===== src/rtl/cv_input_pkg.sv =====
// Shared types and constants for the keyboard matrix slice (cv_key_matrix, cv_key_cell).
package cv_input_pkg;

    localparam int unsigned NUM_ROWS = 4;
    localparam int unsigned NUM_COLS = 8;
    localparam int unsigned NUM_KEYS = NUM_ROWS * NUM_COLS;

    typedef struct packed {
        logic [1:0] row;
        logic [2:0] col;
    } key_idx_t;

    typedef enum logic {
        ST_IDLE  = 1'b0,
        ST_CLEAR = 1'b1
    } kbd_state_t;

endpackage


===== src/rtl/cv_key_cell.sv =====
// One key of the matrix: press flag plus optional hold-stretch age/pending state.
// Hold stretching is present only when CV_KEY_STRETCH_EN is defined.
module cv_key_cell #(
    parameter int unsigned HOLD_FRAMES = 2
) (
    input  logic clk,
    input  logic reset_n,
    input  logic frame_tick,
    input  logic press_ev,
    input  logic release_ev,
    input  logic clear,
    output logic pressed
);

`ifdef CV_KEY_STRETCH_EN
    localparam logic [1:0] HOLD = 2'(HOLD_FRAMES);

    logic       press_q, press_d;
    logic [1:0] age_q, age_d;
    logic       pend_q, pend_d;
    logic [1:0] age_inc;

    always_comb begin
        press_d = press_q;
        age_d   = age_q;
        pend_d  = pend_q;
        age_inc = (age_q == 2'd3) ? age_q : age_q + 2'd1;
        if (clear) begin
            press_d = 1'b0;
            age_d   = '0;
            pend_d  = 1'b0;
        end else if (press_ev) begin
            press_d = 1'b1;
            age_d   = '0;
            pend_d  = 1'b0;
        end else if (release_ev) begin
            if (press_q) begin
                if (age_q >= HOLD) begin
                    press_d = 1'b0;
                    age_d   = '0;
                    pend_d  = 1'b0;
                end else begin
                    pend_d = 1'b1;
                end
            end
        end else if (frame_tick && press_q) begin
            // A pending release completes on the tick that brings the age up to the hold time.
            if (pend_q && (age_inc >= HOLD)) begin
                press_d = 1'b0;
                age_d   = '0;
                pend_d  = 1'b0;
            end else begin
                age_d = age_inc;
            end
        end
    end

    always_ff @(posedge clk or negedge reset_n) begin
        if (!reset_n) begin
            press_q <= 1'b0;
            age_q   <= '0;
            pend_q  <= 1'b0;
        end else begin
            press_q <= press_d;
            age_q   <= age_d;
            pend_q  <= pend_d;
        end
    end
`else
    logic press_q, press_d;
    logic unused_cfg;

    assign unused_cfg = frame_tick ^ (HOLD_FRAMES > 3);

    always_comb begin
        press_d = press_q;
        if (clear || release_ev) begin
            press_d = 1'b0;
        end else if (press_ev) begin
            press_d = 1'b1;
        end
    end

    always_ff @(posedge clk or negedge reset_n) begin
        if (!reset_n) begin
            press_q <= 1'b0;
        end else begin
            press_q <= press_d;
        end
    end
`endif

    assign pressed = press_q;

endmodule


===== src/rtl/cv_key_matrix.sv =====
// 4x8 keyboard matrix emulation: host key events in, active-low PIA column lines out.
// Define CV_KEY_STRETCH_EN to enable minimum-hold stretching of key releases.
module cv_key_matrix
    import cv_input_pkg::*;
#(
    parameter int unsigned HOLD_FRAMES = 2
) (
    input  logic       clk,
    input  logic       reset_n,
    input  logic       frame_tick,
    input  logic       ev_valid,
    output logic       ev_ready,
    input  logic [4:0] ev_code,
    input  logic       ev_press,
    input  logic       ev_clear,
    input  logic [3:0] row_sel,
    output logic [7:0] col_out
);

    kbd_state_t          state_q, state_d;
    logic [1:0]          row_cnt_q, row_cnt_d;
    logic                ev_ready_q, ev_ready_d;
    logic [7:0]          col_out_q, col_out_d;

    key_idx_t            key;
    logic                accept;
    logic                key_ev;
    logic [NUM_ROWS-1:0] clr_row;
    logic [NUM_KEYS-1:0] key_pressed;

    assign key    = key_idx_t'(ev_code);
    assign accept = ev_valid & ev_ready_q;
    assign key_ev = accept & ~ev_clear;

    always_comb begin
        state_d    = state_q;
        row_cnt_d  = row_cnt_q;
        ev_ready_d = ev_ready_q;
        case (state_q)
            ST_IDLE: begin
                ev_ready_d = 1'b1;
                if (accept && ev_clear) begin
                    state_d    = ST_CLEAR;
                    row_cnt_d  = '0;
                    ev_ready_d = 1'b0;
                end
            end
            ST_CLEAR: begin
                ev_ready_d = 1'b0;
                row_cnt_d  = row_cnt_q + 2'd1;
                if (row_cnt_q == 2'd3) begin
                    state_d    = ST_IDLE;
                    ev_ready_d = 1'b1;
                end
            end
            default: begin
                state_d    = ST_IDLE;
                ev_ready_d = 1'b0;
            end
        endcase
    end

    always_comb begin
        clr_row = '0;
        if (state_q == ST_CLEAR) begin
            clr_row[row_cnt_q] = 1'b1;
        end
    end

    for (genvar r = 0; r < NUM_ROWS; r++) begin : g_row
        for (genvar c = 0; c < NUM_COLS; c++) begin : g_col
            logic hit;
            assign hit = key_ev && (key.row == 2'(r)) && (key.col == 3'(c));

            cv_key_cell #(
                .HOLD_FRAMES(HOLD_FRAMES)
            ) u_cell (
                .clk        (clk),
                .reset_n    (reset_n),
                .frame_tick (frame_tick),
                .press_ev   (hit & ev_press),
                .release_ev (hit & ~ev_press),
                .clear      (clr_row[r]),
                .pressed    (key_pressed[r*NUM_COLS+c])
            );
        end
    end

    // Selected rows are ORed together; no row selected leaves every column released.
    always_comb begin
        logic [NUM_COLS-1:0] acc;
        acc = '0;
        for (int unsigned r = 0; r < NUM_ROWS; r++) begin
            if (!row_sel[r]) begin
                acc = acc | key_pressed[r*NUM_COLS +: NUM_COLS];
            end
        end
        col_out_d = ~acc;
    end

    always_ff @(posedge clk or negedge reset_n) begin
        if (!reset_n) begin
            state_q    <= ST_IDLE;
            row_cnt_q  <= '0;
            ev_ready_q <= 1'b0;
            col_out_q  <= '1;
        end else begin
            state_q    <= state_d;
            row_cnt_q  <= row_cnt_d;
            ev_ready_q <= ev_ready_d;
            col_out_q  <= col_out_d;
        end
    end

    assign ev_ready = ev_ready_q;
    assign col_out  = col_out_q;

endmodule

===== config.mk =====
export PLATFORM = sky130hd
export DESIGN_NAME = cv_key_matrix
export DESIGN_NICKNAME = d
export VERILOG_FILES = /design/src/rtl/cv_input_pkg.sv /design/src/rtl/cv_key_cell.sv /design/src/rtl/cv_key_matrix.sv
export SDC_FILE = /design/constraint.sdc
export NUM_CORES = 1
export LEC_CHECK = 0
export CAP_MARGIN = 20
export CORE_MARGIN = 1
export CORE_UTILIZATION = 58
export CTS_BUF_LIST = sky130_fd_sc_hd__clkbuf_8
export DETAILED_ROUTE_END_ITERATION = 10
export GPL_TIMING_DRIVEN = 0
export PLACE_DENSITY = 0.88
export SKIP_CTS_REPAIR_TIMING = 1
export SLEW_MARGIN = 20
export SYNTH_ARGS = -nofsm -noshare
export SYNTH_HDL_FRONTEND = slang
export SYNTH_SLANG_ARGS = --single-unit

===== constraint.sdc =====
create_clock -name clk -period 1.7 [get_ports clk]
set_clock_uncertainty 0.2 [all_clocks]
set_input_delay 0.34 -clock clk [delete_from_list [all_inputs] [get_ports clk]]
set_output_delay 0.34 -clock clk [all_outputs]
set_load 0.02 [all_outputs]

### Yosys cells after proc, flatten, opt, wreduce, memory -nomap -nowiden

Cells that the tools add are included.

| cells by class | value |
|---|---|
| multiplexer cells | 79 |
| magnitude comparators | 2 |
| equality and inequality tests | 12 |
| reductions and logical operators | 104 |
| $add $sub $neg | 1 |
| bitwise gates (word level) | 73 |

Operators with widths:

| operator | number |
|---|---|
| 1-bit 2-to-1 mux | 69 |
| 1-bit bitwise AND | 66 |
| 2-bit nonzero test | 32 |
| 1-bit logical AND | 38 |
| 1-bit logical OR | 32 |
| 8-bit 2-to-1 mux | 4 |
| 8-bit bitwise OR | 3 |
| 3-bit == test, second input constant | 4 |
| 8-bit NOT | 1 |
| 2-bit == test, second input constant | 3 |
| 3-bit by 2-bit == test with 1-bit output, second input constant | 2 |
| 4-bit 2-to-1 mux | 1 |
| 1-bit case mux with 2 select lines | 2 |
| 2-bit case mux with 2 select lines | 1 |
| 3-bit by 1-bit == test with 1-bit output, second input constant | 1 |
| 3-bit logical NOT | 1 |
| 2-bit by 3-bit < comparator with 1-bit output, second input constant | 1 |
| 1-bit NOT | 3 |
| 2-bit by 1-bit adder with 2-bit output, second input constant | 1 |
| 1-bit demux with 2-bit select | 1 |
| 2-bit by 1-bit == test with 1-bit output, second input constant | 1 |
| 2-bit by 1-bit >= comparator with 1-bit output, second input constant | 1 |
| 2-bit logical NOT | 1 |
| 2-bit 2-to-1 mux | 1 |
| 2-bit != test, second input constant | 1 |

| storage, ports and cells | value |
|---|---|
| input port bits | 15 |
| logic and storage cells | 307 |
| output and inout bits | 9 |
| register bits | 44 |

### Logic depth before layout (Yosys ltp)

| logic depth | value |
|---|---|
| depth after elaboration | 8 |
| mapped depth | 5 |
| gate-level depth less buffers | 5 |

### Cells and area by module

From an unflattened synthesis, not the netlist that was laid out.

| unflattened totals | value |
|---|---|
| cells, all modules | 259 |
| area total of the unflattened synthesis | 2632.5 µm² |

Modules (own cells, without submodules):

| module | times used | cells an instance | area each (µm²) | sequential area each (µm²) |
|---|---|---|---|---|
| cv_key_matrix | 1 | 163 | 1391.3 | 310.3 |
| cv_key_cell | 32 | 3 | 38.8 | 25.0 |

### Worst setup path before layout

OpenSTA, ideal clock, no wires.

| path | value |
|---|---|
| path kind | input-to-reg |
| from | input ev_clear |
| to | register g_row[0].g_col[1].u_cell.press_q |
| path buffers | 1 |
| arrival | 1128 ps |
| stages on the path | 4 |
| setup slack | 242 ps |
| required time | 1370 ps |
| library setup time | 130 ps |
| cell sequence | clkbuf_2 > nor4b_2 > nand2_1 > mux2i_1 |

| on the way | value |
|---|---|
| longest elaborated chain between the ends | 7 |
| elaborated cells on any way between the ends | 9 |
| those cells by class | mux (1); bitwise (4); reduce/logical (4) |

Ends and longest elaborated chain:

| what | RTL line | source |
|---|---|---|
| start: declaration | cv_key_matrix.sv:15 | `input logic ev_clear,` |
| 1-bit NOT * | cv_key_matrix.sv:33 | `assign key_ev = accept & ~ev_clear;` |
| 1-bit bitwise AND * | cv_key_matrix.sv:33 |  |
| 1-bit logical AND * (2 in a row) | cv_key_matrix.sv:73 | `assign hit = key_ev && (key.row == 2'(r)) && (key.col == 3'(c));` |
| 1-bit bitwise AND | cv_key_matrix.sv:82 | `.release_ev (hit & ~ev_press),` |
| 1-bit logical OR | cv_key_cell.sv:77 | `if (clear \|\| release_ev) begin` |
| 1-bit 2-to-1 mux or 2-bit nonzero test (tied branches) | -- |  |
| end signal: assignment | cv_key_cell.sv:88 | `press_q <= press_d;` |
| end: declaration | cv_key_cell.sv:70 | `logic press_q, press_d;` |

Mark *: on every way between the ends. The rest lies on a longest branch, timed or not.
A chain may end at the register's enable or synchronous reset.

### Worst setup path in the final report

| path | value |
|---|---|
| from | input ev_valid |
| to | register g_row[3].g_col[4].u_cell.press_q |

| on the way | value |
|---|---|
| longest elaborated chain between the ends | 7 |
| elaborated cells on any way between the ends | 9 |
| those cells by class | mux (1); bitwise (4); reduce/logical (4) |

Ends and longest elaborated chain:

| what | RTL line | source |
|---|---|---|
| start: declaration | cv_key_matrix.sv:11 | `input logic ev_valid,` |
| 1-bit bitwise AND * | cv_key_matrix.sv:32 | `assign accept = ev_valid & ev_ready_q;` |
| 1-bit bitwise AND * | cv_key_matrix.sv:33 |  |
| 1-bit logical AND * (2 in a row) | cv_key_matrix.sv:73 |  |
| 1-bit bitwise AND | cv_key_matrix.sv:82 |  |
| 1-bit logical OR | cv_key_cell.sv:77 |  |
| 1-bit 2-to-1 mux or 2-bit nonzero test (tied branches) | -- |  |
| end signal: assignment | cv_key_cell.sv:88 |  |
| end: declaration | cv_key_cell.sv:70 |  |

Marks and branches as above.

==> run metrics <==
run status=complete, no violations; port bufs=21; RSZ-0062 raised after global routing=no; drt first pass iters=5; via count=1651; first-pass GRT wire length=7960 µm; Rows=21; Ports=24; Reg power frac=0.477; Die X=63.2 µm; FF-to-FF path depth=5; peak fanout along the critical path=8; Hold Path Stages=1; CTS Buf Count=5; H-tree depth=2; VDD IR-drop max=0.000940 V; Sw Share=0.346; final core utilization=0.751; Post-route DRC=0; CTS tree=yes; Cell Pwr Density=1260 nW/µm²; crit-path max cell delay=0.53 ns; register bit total from synthesis=44; clk slew on worst S/H paths=0.09 ns; Hold Path End=col_out[4]$_DFF_PN1_; Max-cap violations=0; worst reg2reg path startpoint=row_cnt_q[0]$_DFFE_PN0P_; hold crit path type=reg2reg; # clock sinks=44; clock latency on the worst-skew pair=0.30 ns; Final Hold Fails=0; Post-Synthesis Net Count=226; Final Cycle Share=0.958; share of layout cells above drive strength 1=0.140; Max clock buf depth=2; total wire length=4690 µm; Iter 0 DRT Violations=142; Area growth syn-to-layout=19.7%; total chip power=3.28 mW; P_sw=1.13 mW; Avg Inst Size Synth=10.5 µm²; headroom to the max-slew limit=0.718; n_diodes=0; initial core utilization=0.627; fmax=614 MHz; total grt overflow=0; Worst setup SP type=input port; CP bufs+invs=1; Arr. time, crit path=1.60 ns; hpwl dp=3350 µm; Multi-input gate area=1030 µm²; Seq. cell area=1110 µm²; setup TNS=0 ns; Synth area leaders=dfrtp_1, mux2i_1, nand2_1; Worst-Margin Slew=0.423 ns; Final Setup Violations=0; Synthesis Warnings=0; Final min period=1.63 ns; CP Class=in2reg; Synth Cell Area=2170 µm²; DRT antenna net count=0; P_int=2.14 mW; Root Buffer=clkbuf_8; gpl congestion=0.806; Critical Path RT=1.67 ns; WL per Instance=16.7 µm; Leakage=1.34 nW; Crit. End Element=flop; delay-heaviest family, CP=simple AND/OR/NAND/NOR gates; Fill cells=250; largest net degree at the start of global routing=34; core box area=3470 µm²; CP max-delay cell=clkdlybuf4s50_1; nets=253; die area=4000 µm²; max-slew violation count=0; post-synthesis sequential area ratio=0.511; initial antenna violation count=0; R2R setup slack=0.10 ns; Avg Vias per Cell=5.88; proportion of netlist area held by the largest area contributor=0.414; combinational share of power=0.317; vias in the first global route=1671; Cells after Synth=207; FF-to-FF End=g_row[0].g_col[1].u_cell.pressed$_DFFE_PN0P_; power share of the clock group=0.207; gr usage total=0.263; hold_ws=0.211 ns; Hold Startpoint=g_row[3].g_col[4].u_cell.pressed$_DFFE_PN0P_; crit-path cells=clkdlybuf4s50_1 -> and4b_1 -> nand2_1 -> mux2i_1; leading area contributor after synthesis=dfrtp_1; Distinct cells, synth=23; die height=63.2 µm
area by class of cell:
class / count / share of cell area
clock buffer: 6 / 0.0317
clock inverter: 2 / 0.00432
timing repair buffer: 23 / 0.102
multi-input combinational: 150 / 0.396
inverter: 7 / 0.0101
sequential: 44 / 0.427
tap: 46 / 0.0221
buffer: 3 / 0.00673
cells in the final DEF, fill, tap and decap left out, drive strengths merged, types with 4 or more instances in the layout:
cell            n
dfstp           8
dfrtp          36
inv             8
buf             4
clkdlybuf4s50   8
clkbuf          7
ha              4
nand2          75
mux2i          34
a22oi          14
and2            7
dlymetal6s2s   12
power groups by stage:
stage | Combinational, mW | Clock, mW | Sequential, mW
after global routing | 1.15 | 0.737 | 1.59
after detailed placement | 1.03 | 0 | 1.58
final | 1.04 | 0.677 | 1.56
after global placement | 0.967 | 0 | 1.57
after floorplan | 0.584 | 0 | 1.62
after CTS | 1.03 | 0.689 | 1.56
through the flow:
| stage | cells | worst slack (ns) | instance area, µm² |
|---|---|---|---|
| 2_1_floorplan | 207 | 0.242 | 2170 |
| 3_3_place_gp | 274 | -1.01 | 2440 |
| 3_5_place_dp | 275 | -0.429 | 2460 |
| 4_1_cts | 283 | -0.255 | 2550 |
| 5_1_grt | 281 | 0.0173 | 2600 |
| 6_report | 281 | 0.0718 | 2600 |
synth_stat cells:
| master | instances |
|---|---|
| nand2_1 | 75 |
| dfrtp_1 | 36 |
| mux2i_1 | 34 |
| a22oi_1 | 14 |
| dfstp_2 | 8 |
| and2_1 | 7 |
| inv_1 | 7 |
| ha_1 | 4 |
| and4bb_2 | 3 |
| clkbuf_1 | 3 |
| and4b_1 | 2 |
| buf_2 | 2 |
| nor4b_2 | 2 |
| a221oi_1 | 1 |
| a22o_1 | 1 |
| and4_1 | 1 |
| and4b_2 | 1 |
| clkbuf_2 | 1 |
| nand3_1 | 1 |
| nor4_4 | 1 |
| nor4b_4 | 1 |
| nor4bb_1 | 1 |
| o21ai_0 | 1 |
flip-flops by register name (all words and copies together) (netlist names):
register and flops:
col_out 8, row_cnt_q 2, g_row.g_col.u_cell.pressed 32, state_q 1, ev_ready 1
metal layers:
metal / part of all wire / wire [µm] / up-vias / global-route usage
met5: 0 / 0 / - / 0
met4: 0.022 / 101 / 0 / 0.122
met3: 0.047 / 222 / 11 / 0.0399
met2: 0.51 / 2390 / 59 / 0.426
met1: 0.42 / 1970 / 820 / 0.348
li1: - / - / 761 / -
how the worst max path moves through the flow:
stage | startpoint | to | cells past startpoint
3_3_place_gp | reset_n | ev_ready$_DFF_PN0_ | 1
2_1_floorplan | ev_clear | g_row[0].g_col[1].u_cell.pressed$_DFFE_PN0P_ | 4
5_1_grt | ev_valid | g_row[3].g_col[5].u_cell.pressed$_DFFE_PN0P_ | 4
3_5_place_dp | ev_code[0] | g_row[0].g_col[7].u_cell.pressed$_DFFE_PN0P_ | 4
4_1_cts | col_out[6]$_DFF_PN1_ | col_out[6] | 1
6_report | ev_valid | g_row[3].g_col[4].u_cell.pressed$_DFFE_PN0P_ | 4
kinds of logic (layout without fill, tap and decap cells):
family | count (synthesis) | in the layout | synth area share
AOI/OAI and AO/OA | 17 | 17 | 0.0587
adders and majority gates | 4 | 4 | 0.0230
buffers and inverters | 13 | 41 | 0.0242
DFF | 44 | 44 | 0.511
muxes | 34 | 34 | 0.157
and+or+nand+nor | 95 | 95 | 0.227
Power figures use the tool's default switching activity.
